## config.mk

```make
export PLATFORM = sky130hd
export DESIGN_NAME = pc_redirect_ctrl_flat
export DESIGN_NICKNAME = d
export VERILOG_FILES = /design/src/rtl/pc_redirect_ctrl_pkg.sv /design/src/rtl/pc_redirect_ctrl_if.sv /design/src/rtl/pc_redirect_ctrl_pc_next_sel.sv /design/src/rtl/pc_redirect_ctrl.sv /design/src/flat_wrapper.sv
export SDC_FILE = /design/constraint.sdc
export NUM_CORES = 1
export LEC_CHECK = 0
export ABC_AREA = 1
export ABC_CLOCK_PERIOD_IN_PS = 1800
export BUFFER_PORTS_ARGS = -buffer_cell sky130_fd_sc_hd__buf_4
export CAP_MARGIN = 10
export CORE_ASPECT_RATIO = 0.7
export CORE_MARGIN = 4
export CORE_UTILIZATION = 45
export DETAILED_ROUTE_END_ITERATION = 10
export PLACE_DENSITY = 0.69
export SLEW_MARGIN = 0
export SYNTH_ARGS = -nofsm -noshare
export SYNTH_HDL_FRONTEND = slang
export SYNTH_SLANG_ARGS = --single-unit
```

## constraint.sdc

```tcl
create_clock -name clk -period 1.8 [get_ports clk]
set_input_delay 0.09 -clock clk [delete_from_list [all_inputs] [get_ports clk]]
set_output_delay 0.09 -clock clk [all_outputs]
set_load 0.05 [all_outputs]
```

## src/rtl/pc_redirect_ctrl_pkg.sv

```systemverilog
// Shared control encodings for the IF-stage PC redirect logic.
// Holds the reset PC, the redirect FSM states and the B-type branch codes.
package pc_redirect_ctrl_pkg;

  localparam logic [31:0] PCR_RESET_PC = 32'h0000_3000;
  localparam int          PCR_CNT_W    = 16;

  typedef enum logic {
    PCR_RUN  = 1'b0,
    PCR_HOLD = 1'b1
  } pcr_state_t;

  // Branch-type encodings decoded in ID; they share this file with the PC states.
  localparam logic [2:0] B_TYPE_BEQ  = 3'd0;
  localparam logic [2:0] B_TYPE_BNE  = 3'd1;
  localparam logic [2:0] B_TYPE_BGTZ = 3'd2;
  localparam logic [2:0] B_TYPE_BLEZ = 3'd3;
  localparam logic [2:0] B_TYPE_BGEZ = 3'd4;
  localparam logic [2:0] B_TYPE_BLTZ = 3'd5;

  function automatic logic [31:0] align_word(input logic [31:0] addr);
    return {addr[31:2], 2'b00};
  endfunction

endpackage

```

## src/rtl/pc_redirect_ctrl_if.sv

```systemverilog
// ID/IF redirect bus: branch and jump decode in, fetch PC and flush out.
// master drives the decode side, slave is the PC redirect controller.
interface pc_redirect_ctrl_if #(parameter int CNT_W = 16) ();

  logic              if_wait;
  logic              id_stall;
  logic              is_branch;
  logic              b_result;
  logic [31:0]       branch_target;
  logic              is_jump;
  logic [31:0]       jump_target;
  logic [31:0]       pc;
  logic [31:0]       npc;
  logic              flush_ifid;
  logic              pending;
  logic [CNT_W-1:0]  redirect_cnt;

  modport master (
    output if_wait, id_stall, is_branch, b_result, branch_target, is_jump, jump_target,
    input  pc, npc, flush_ifid, pending, redirect_cnt
  );

  modport slave (
    input  if_wait, id_stall, is_branch, b_result, branch_target, is_jump, jump_target,
    output pc, npc, flush_ifid, pending, redirect_cnt
  );

endinterface

```

## src/rtl/pc_redirect_ctrl_pc_next_sel.sv

```systemverilog
// Combinational redirect request, word-aligned target and sequential PC; zero latency.
// No backpressure of its own; the owning FSM applies if_wait.
module pc_redirect_ctrl_pc_next_sel
  import pc_redirect_ctrl_pkg::*;
(
  input  logic [31:0] pc,
  input  logic        id_stall,
  input  logic        is_branch,
  input  logic        b_result,
  input  logic [31:0] branch_target,
  input  logic        is_jump,
  input  logic [31:0] jump_target,
  output logic        req,
  output logic [31:0] tgt,
  output logic [31:0] pc_seq
);

  // is_branch gates b_result first so an undriven comparator output never leaks into req.
  assign req    = !id_stall && (is_jump || (is_branch && (b_result == 1'b1)));
  assign tgt    = align_word(is_jump ? jump_target : branch_target);
  assign pc_seq = pc + 32'd4;

endmodule

```

## src/rtl/pc_redirect_ctrl.sv

```systemverilog
// Fetch PC register with branch/jump redirect; redirect lands 1 cycle after the request.
// While fetch waits, a redirect is parked in pend_target and applied once if_wait drops.
module pc_redirect_ctrl
  import pc_redirect_ctrl_pkg::*;
#(
  parameter logic [31:0] RESET_PC = PCR_RESET_PC,
  parameter int          CNT_W    = PCR_CNT_W
)(
  input  logic               clk,
  input  logic               rst,
  pc_redirect_ctrl_if.slave  bus
);

  pcr_state_t        state;
  logic [31:0]       pc;
  logic [31:0]       pend_target;
  logic [CNT_W-1:0]  cnt;
  logic              pending;
  logic              req;
  logic [31:0]       tgt;
  logic [31:0]       pc_seq;

  pc_redirect_ctrl_pc_next_sel u_next_sel (
    .pc            (pc),
    .id_stall      (bus.id_stall),
    .is_branch     (bus.is_branch),
    .b_result      (bus.b_result),
    .branch_target (bus.branch_target),
    .is_jump       (bus.is_jump),
    .jump_target   (bus.jump_target),
    .req           (req),
    .tgt           (tgt),
    .pc_seq        (pc_seq)
  );

  always_ff @(posedge clk) begin
    if (rst) begin
      state       <= PCR_RUN;
      pc          <= RESET_PC;
      pend_target <= 32'd0;
      cnt         <= '0;
      pending     <= 1'b0;
    end else begin
      case (state)
        PCR_RUN: begin
          if (req && !bus.if_wait) begin
            pc  <= tgt;
            cnt <= (cnt == '1) ? cnt : cnt + 1'b1;
          end else if (req) begin
            pend_target <= tgt;
            state       <= PCR_HOLD;
            pending     <= 1'b1;
          end else if (!bus.if_wait && !bus.id_stall) begin
            pc <= pc_seq;
          end
        end
        PCR_HOLD: begin
          // ID holds a bubble here, so any req is ignored and id_stall does not matter.
          if (!bus.if_wait) begin
            pc      <= pend_target;
            cnt     <= (cnt == '1) ? cnt : cnt + 1'b1;
            state   <= PCR_RUN;
            pending <= 1'b0;
          end
        end
      endcase
    end
  end

  assign bus.pc           = pc;
  assign bus.npc          = pc_seq;
  assign bus.flush_ifid   = (state == PCR_RUN) ? req : !bus.if_wait;
  assign bus.pending      = pending;
  assign bus.redirect_cnt = cnt;

endmodule
```

## src/flat_wrapper.sv

```systemverilog
// flat-port wrapper written by rule: the top's interface ports become plain ports
module pc_redirect_ctrl_flat import pc_redirect_ctrl_pkg::*;
#(
  parameter logic [31:0] RESET_PC = PCR_RESET_PC,
  parameter int          CNT_W    = PCR_CNT_W
)
  (clk, rst, bus_if_wait, bus_id_stall, bus_is_branch, bus_b_result, bus_branch_target, bus_is_jump, bus_jump_target, bus_pc, bus_npc, bus_flush_ifid, bus_pending, bus_redirect_cnt);
  pc_redirect_ctrl_if #(.CNT_W(CNT_W)) bus_i ();
  input  logic clk;
  input  logic rst;
  input wire logic [$bits(bus_i.if_wait)-1:0] bus_if_wait;
  input wire logic [$bits(bus_i.id_stall)-1:0] bus_id_stall;
  input wire logic [$bits(bus_i.is_branch)-1:0] bus_is_branch;
  input wire logic [$bits(bus_i.b_result)-1:0] bus_b_result;
  input wire logic [$bits(bus_i.branch_target)-1:0] bus_branch_target;
  input wire logic [$bits(bus_i.is_jump)-1:0] bus_is_jump;
  input wire logic [$bits(bus_i.jump_target)-1:0] bus_jump_target;
  output wire logic [$bits(bus_i.pc)-1:0] bus_pc;
  output wire logic [$bits(bus_i.npc)-1:0] bus_npc;
  output wire logic [$bits(bus_i.flush_ifid)-1:0] bus_flush_ifid;
  output wire logic [$bits(bus_i.pending)-1:0] bus_pending;
  output wire logic [$bits(bus_i.redirect_cnt)-1:0] bus_redirect_cnt;
  assign bus_i.if_wait = bus_if_wait;
  assign bus_i.id_stall = bus_id_stall;
  assign bus_i.is_branch = bus_is_branch;
  assign bus_i.b_result = bus_b_result;
  assign bus_i.branch_target = bus_branch_target;
  assign bus_i.is_jump = bus_is_jump;
  assign bus_i.jump_target = bus_jump_target;
  assign bus_pc = bus_i.pc;
  assign bus_npc = bus_i.npc;
  assign bus_flush_ifid = bus_i.flush_ifid;
  assign bus_pending = bus_i.pending;
  assign bus_redirect_cnt = bus_i.redirect_cnt;
  pc_redirect_ctrl #(.RESET_PC(RESET_PC), .CNT_W(CNT_W)) u_core (.clk(clk), .rst(rst), .bus(bus_i));
endmodule
```

# Yosys cells after proc, flatten, opt, wreduce, memory -nomap -nowiden
# Cells that the tools add are included.
totals:
  in_bits: 71
  out_inout_bits: 82
  elab_cells: 46
  regBits: 80
op_classes:
  n_reduce_logical: 11
  n_eq_ne: 7
  mux: 19
  n_bitwise: 2
  addsub: 2
ops:
  columns: ["cell", "count"]
  rows:
  - ["$mux W32", 5]
  - ["$pmux W32 S2", 1]
  - ["$mux W16", 3]
  - ["$add A32 B3 Y32 const B", 1]
  - ["$pmux W16 S2", 1]
  - ["$add A16 B1 Y16 const B", 1]
  - ["$eq A16 B16 Y1 const B", 1]
  - ["$reduce_and A3 Y1", 3]
  - ["$mux W1", 7]
  - ["$logic_and A1 B1 Y1", 4]
  - ["$ne A2 B1 Y1 const B", 2]
  - ["$ne A2 B2 Y1 const B", 2]
  - ["$pmux W1 S2", 2]
  - ["$ne A3 B1 Y1 const B", 1]
  - ["$ne A3 B3 Y1 const B", 1]
  - ["$logic_not A1 Y1", 2]
  - ["$not A1 Y1", 2]
  - ["$reduce_and A2 Y1", 1]
  - ["$logic_or A1 B1 Y1", 1]

# Logic depth before layout (Yosys ltp)
logic_depth:
  word_depth: 6
  mapped_depth: 11

# Cells and area by module
# A second synthesis with hierarchy kept.
unflattened:
  cells_unflattened: 818
  hier_area_um2: 5009.8
modules_own_cells:
  columns: ["module", "area_per_inst_um2", "cells_each", "seq_area_each_um2", "instances"]
  rows:
  - ["pc_redirect_ctrl", 3738.6, 544, 1641.6, 1]
  - ["pc_redirect_ctrl_pc_next_sel", 1271.2, 274, 0.0, 1]

# Least setup slack after synthesis
# No wires, ideal clock.
synth_timing:
  path_kind: "reg-to-reg"
  startpoint: "register u_core.pc[2] (netlist: u_core.bus.pc[2])"
  endpoint: "register u_core.pc[12] (netlist: u_core.bus.pc[12])"
  synth_period_minus_slack_ps: 2620
  setup_ps: 61
  slack_ps: -820
  arrival_ps: 2558
  required_ps: 1739
  stages_incl_launch_ff: 10
  cell_sequence: "dfxtp_1 > ha_1 > nand3_2 > nor2_4 > nand2_2 > xnor2_1 > nand2_1 > nand2_1 > o21ai_0 > nand2_1"
synth_via:
  elab_chain_cells: 5
synth_lines:
  columns: ["element", "line", "rtl"]
  rows:
  - ["start, declared", "pc_redirect_ctrl.sv:15", "logic [31:0] pc;"]
  - ["start signal, assigned", "pc_redirect_ctrl.sv:47", "pc <= tgt;"]
  - ["start signal, assigned", "pc_redirect_ctrl.sv:54", "pc <= pc_seq;"]
  - ["start signal, assigned", "pc_redirect_ctrl.sv:60", "pc <= pend_target;"]
  - ["$add A32 B3 Y32", "pc_redirect_ctrl_pc_next_sel.sv:21", "assign pc_seq = pc + 32'd4;"]
  - ["net bus_npc[12]", "flat_wrapper.sv:19", "output wire logic [$bits(bus_i.npc)-1:0] bus_npc;"]
  - ["$mux W32", "pc_redirect_ctrl.sv:53", "end else if (!bus.if_wait && !bus.id_stall) begin"]
  - ["$mux W32", "pc_redirect_ctrl.sv:49", "end else if (req) begin"]
  - ["$mux W32", "pc_redirect_ctrl.sv:46", "if (req && !bus.if_wait) begin"]
  - ["$pmux W32 S2", "pc_redirect_ctrl.sv:44", "case (state)"]
# The timed path passes the listed nets, and every way through them passes these cells. The select of a mux whose other input is x is not followed.
# A chain may end at the register's enable or synchronous reset.

# Final worst setup path
layout_timing:
  startpoint: "register u_core.pc[11] (netlist: u_core.bus.pc[11])"
  endpoint: "output port bus_npc[31]"
layout_via:
  elab_chain_cells: 1
layout_lines:
  columns: ["element", "line"]
  rows:
  - ["$add A32 B3 Y32", "pc_redirect_ctrl_pc_next_sel.sv:21"]
  - ["end, declared", "flat_wrapper.sv:19"]
# Every way passes these cells.

==> insert_results.sql <==
INSERT INTO impl_metrics (metric_group, metric, value, unit) VALUES
('synthesis', 'mappedNetlistArea', '5009', 'um2'),
('power_and_ir_drop', 'ir_worst_vdd', '0.5168', 'mV'),
('floorplanning', 'top_level_ports', '153', ''),
('clock_tree', 'clockRootBuffer', 'sky130_fd_sc_hd__clkbuf_16', ''),
('setup_path', 'critPathLaunchType', 'register', ''),
('status', 'status', 'complete, but fails checks', ''),
('floorplanning', 'die_w', '134.1', 'um'),
('setup_path', 'critical_path_end', 'bus_npc[31]', ''),
('setup_path', 'crit_path_cell_trace', 'nand2_2 > nor2_2 > inv_1 > nor2_8 > buf_6 > nand2_1 > nand2_1 > nand2_2 > buf_6', ''),
('timing', 'clock_skew', '0.006437', 'ns'),
('timing', 'layout_setup_ws', '-0.1255', 'ns'),
('clock_tree', 'clk_transition_reported_paths', '0.06', 'ns'),
('setup_path', 'required', '1.71', 'ns'),
('synthesis', 'synth_enable_flop_cells', '0', ''),
('routing', 'via_per_inst', '5.253', ''),
('setup_path', 'regToRegEndpoint', 'u_core.bus.pc[8]', ''),
('synthesis', 'postSynth.topFlopCell', 'sky130_fd_sc_hd__dfxtp_1', ''),
('synthesis', 'ys_seq_elements', '78', ''),
('timing', 'whs', '0.1273', 'ns'),
('synthesis', 'avgSynthCellArea', '6.564', 'um2'),
('global_routing', 'overall_track_demand_over_capacity_in_global_routing', '25.69', '%'),
('setup_path', 'timing.critical_path.max_delay_family', 'simple AND/OR/NAND/NOR gates', ''),
('placement', 'place.gp.congestion', '0.9289', ''),
('timing', 'timing.fmax', '0.5193', 'GHz'),
('routing', 'dr.first_iter.drc_count', '549', ''),
('timing', 'rsz0062_at_grt', 'true', ''),
('placement', 'number_of_port_buffers', '144', ''),
('clock_tree', 'cts.sinks', '78', ''),
('setup_path', 'worst_path_max_delay_cell', 'sky130_fd_sc_hd__dfxtp_4', ''),
('synthesis', 'post_synth_num_cell_types', '40', ''),
('timing', 'final_hold_viol_count', '0', ''),
('setup_path', 'worstSetupStartpoint', 'u_core.bus.pc[11]', ''),
('clock_tree', 'cts_tree', 'yes', ''),
('routing', 'routed-via-count', '5700', ''),
('timing', 'totalNegativeSetupSlack', '-1.441', 'ns'),
('timing', 'finalCriticalPeriod', '1.926', 'ns'),
('setup_path', 'worst-path-stages', '9', ''),
('final_layout', 'core_occupancy_in_the_finished_layout', '70.84', '%'),
('worst_hold_path', 'worstHoldPathType', 'in2reg', ''),
('routing', 'ant_nets', '0', ''),
('power_and_ir_drop', 'power_per_cell_area', '699.4', 'nW/um2'),
('global_routing', 'grt_start_max_net_pins', '47', ''),
('clock_tree', 'postCtsHoldBufs', '0', ''),
('setup_path', 'crit_buf_inv', '3', ''),
('floorplanning', 'floorplan.core_area', '10590', 'um2'),
('clock_tree', 'cts_buffer_depth', '2', ''),
('routing', 'drc_errors', '0', ''),
('synthesis', 'yosysWarnings', '0', ''),
('setup_path', 'r2r_slack', '0.09', 'ns'),
('routing', 'totalWireLength', '17200', 'um'),
('routing', 'first_pass_iters', '6', ''),
('timing', 'transition_time_at_the_pin_with_the_least_slew_margin', '0.5606', 'ns'),
('timing', 'max_slew_margin', '62.62', '%'),
('timing', 'report.final.slew_viol_count', '0', ''),
('setup_path', 'critical_path.endpoint_type', 'primary output', ''),
('global_routing', 'antenna_found_initial', '0', ''),
('clock_tree', 'htreeDepth', '3', ''),
('timing', 'setup_viol_count_final', '19', ''),
('setup_path', 'arrival', '1.84', 'ns'),
('setup_path', 'timing.reg2reg.worst_path_depth', '11', ''),
('synthesis', 'synth-seq-area-share', '31.18', '%'),
('placement', 'dp_hpwl', '11940', 'um'),
('synthesis', 'synth_cells', '763', ''),
('clock_tree', 'numCtsBuffers', '9', ''),
('power_and_ir_drop', 'report.power.total', '5.246', 'mW'),
('synthesis', 'synthArstFlopShare', '0', '%'),
('setup_path', 'crit_path_max_fanout', '6', ''),
('floorplanning', 'die_area', '12910', 'um2'),
('status', 'failing_checks', 'setup timing', ''),
('setup_path', 'timing.rr.start', 'u_core.bus.pc[2]', ''),
('timing', 'period_share', '107.0', '%');
metal layers:
layer / vias to the layer above / global-route usage [%] / share of wire, %
li1: 2792 / - / -
met1: 2627 / 33.72 / 44
met2: 250 / 41.81 / 46
met3: 31 / 7.210 / 8.0
met4: 0 / 7.288 / 2.2
met5: - / 0 / 0
cells in the mapped netlist (all sizes together) (2+ instances only):
library cell | count | area (um2)
and2 | 4 | 25.02
nand2 | 261 | 1002
nor2 | 54 | 251.5
ha | 2 | 25.02
nor3 | 9 | 61.31
inv | 60 | 230.2
nand4 | 3 | 18.77
o211ai | 5 | 37.54
xnor2 | 10 | 87.58
a21oi | 94 | 504.2
xor2 | 15 | 146.4
nand3 | 50 | 275.3
o21ai | 32 | 160.2
mux2i | 23 | 230.2
or2 | 4 | 25.02
nand3b | 9 | 67.56
clkbuf | 14 | 52.55
a31oi | 5 | 31.28
dfxtp | 78 | 1562
buf | 28 | 200.2
worst min path at each step:
stage | end | depth (start not counted) | slack (ns) | from
after CTS | u_core.bus.pending | 5 | 0.14 | bus_if_wait
after global routing | u_core.pend_target[2] | 5 | 0.18 | bus_jump_target[2]
final | u_core.bus.pending | 5 | 0.13 | bus_if_wait
after global placement | u_core.pend_target[22] | 2 | 0.45 | u_core.pend_target[22]
after floorplan | u_core.bus.pc[2] | 3 | 0.28 | rst
after detailed placement | u_core.pend_target[28] | 2 | 0.45 | u_core.pend_target[28]
power breakdown:
group / internal (mW) / switching (mW) / total [mW]
logic: 0.525 / 0.897 / 1.42
clock network: 1.11 / 0.780 / 1.89
registers: 1.82 / 0.112 / 1.93
stage by stage:
step	instance area [um2]	setup WS, ns
6_report	7501	-0.1255
5_1_grt	7501	-0.1956
4_1_cts	7103	-0.1150
3_5_place_dp	6497	0.1306
3_3_place_gp	6497	0.1440
2_1_floorplan	5315	-0.06433
sequential cells by signal, summed over array words and instances (netlist names):
register	flops
u_core.bus.redirect_cnt	16
u_core.pend_target	30
u_core.bus.pc	30
u_core.state	1
u_core.bus.pending	1
cell families after synthesis:
group,after synthesis,synth area share (%)
simple gates,394,34.47
compound gates,137,14.79
buf+inv,103,9.718
flops,78,31.18
xor+xnor,25,4.671
mux,23,4.597
fa+ha+maj,2,0.4995
other cells,1,0.07487
repair_timing:
item,CTS,global route
setup endpoints to repair,22,25
setup buffers,11,22
hold endpoints to repair,0,0
pin swaps,18,14
gates resized for setup,63,67
area by class of cell:
class	instances	area (um2)
multi-input cells	585	3468
repair buffers	197	1660
clock buffers	11	242.7
flip-flops and latches	78	1647
inverters	61	239.0
clock inverters	5	58.81
fillers	844	3088
well taps	148	185.2
tightest hold or removal path: stages:
cell	delay, ns
sky130_fd_sc_hd__buf_4	0.11
sky130_fd_sc_hd__a21oi_2	0.05
sky130_fd_sc_hd__nand2_1	0.05
sky130_fd_sc_hd__nand2_1	0.04
sky130_fd_sc_hd__a21oi_1	0.10
Power figures use the tool's default switching activity.
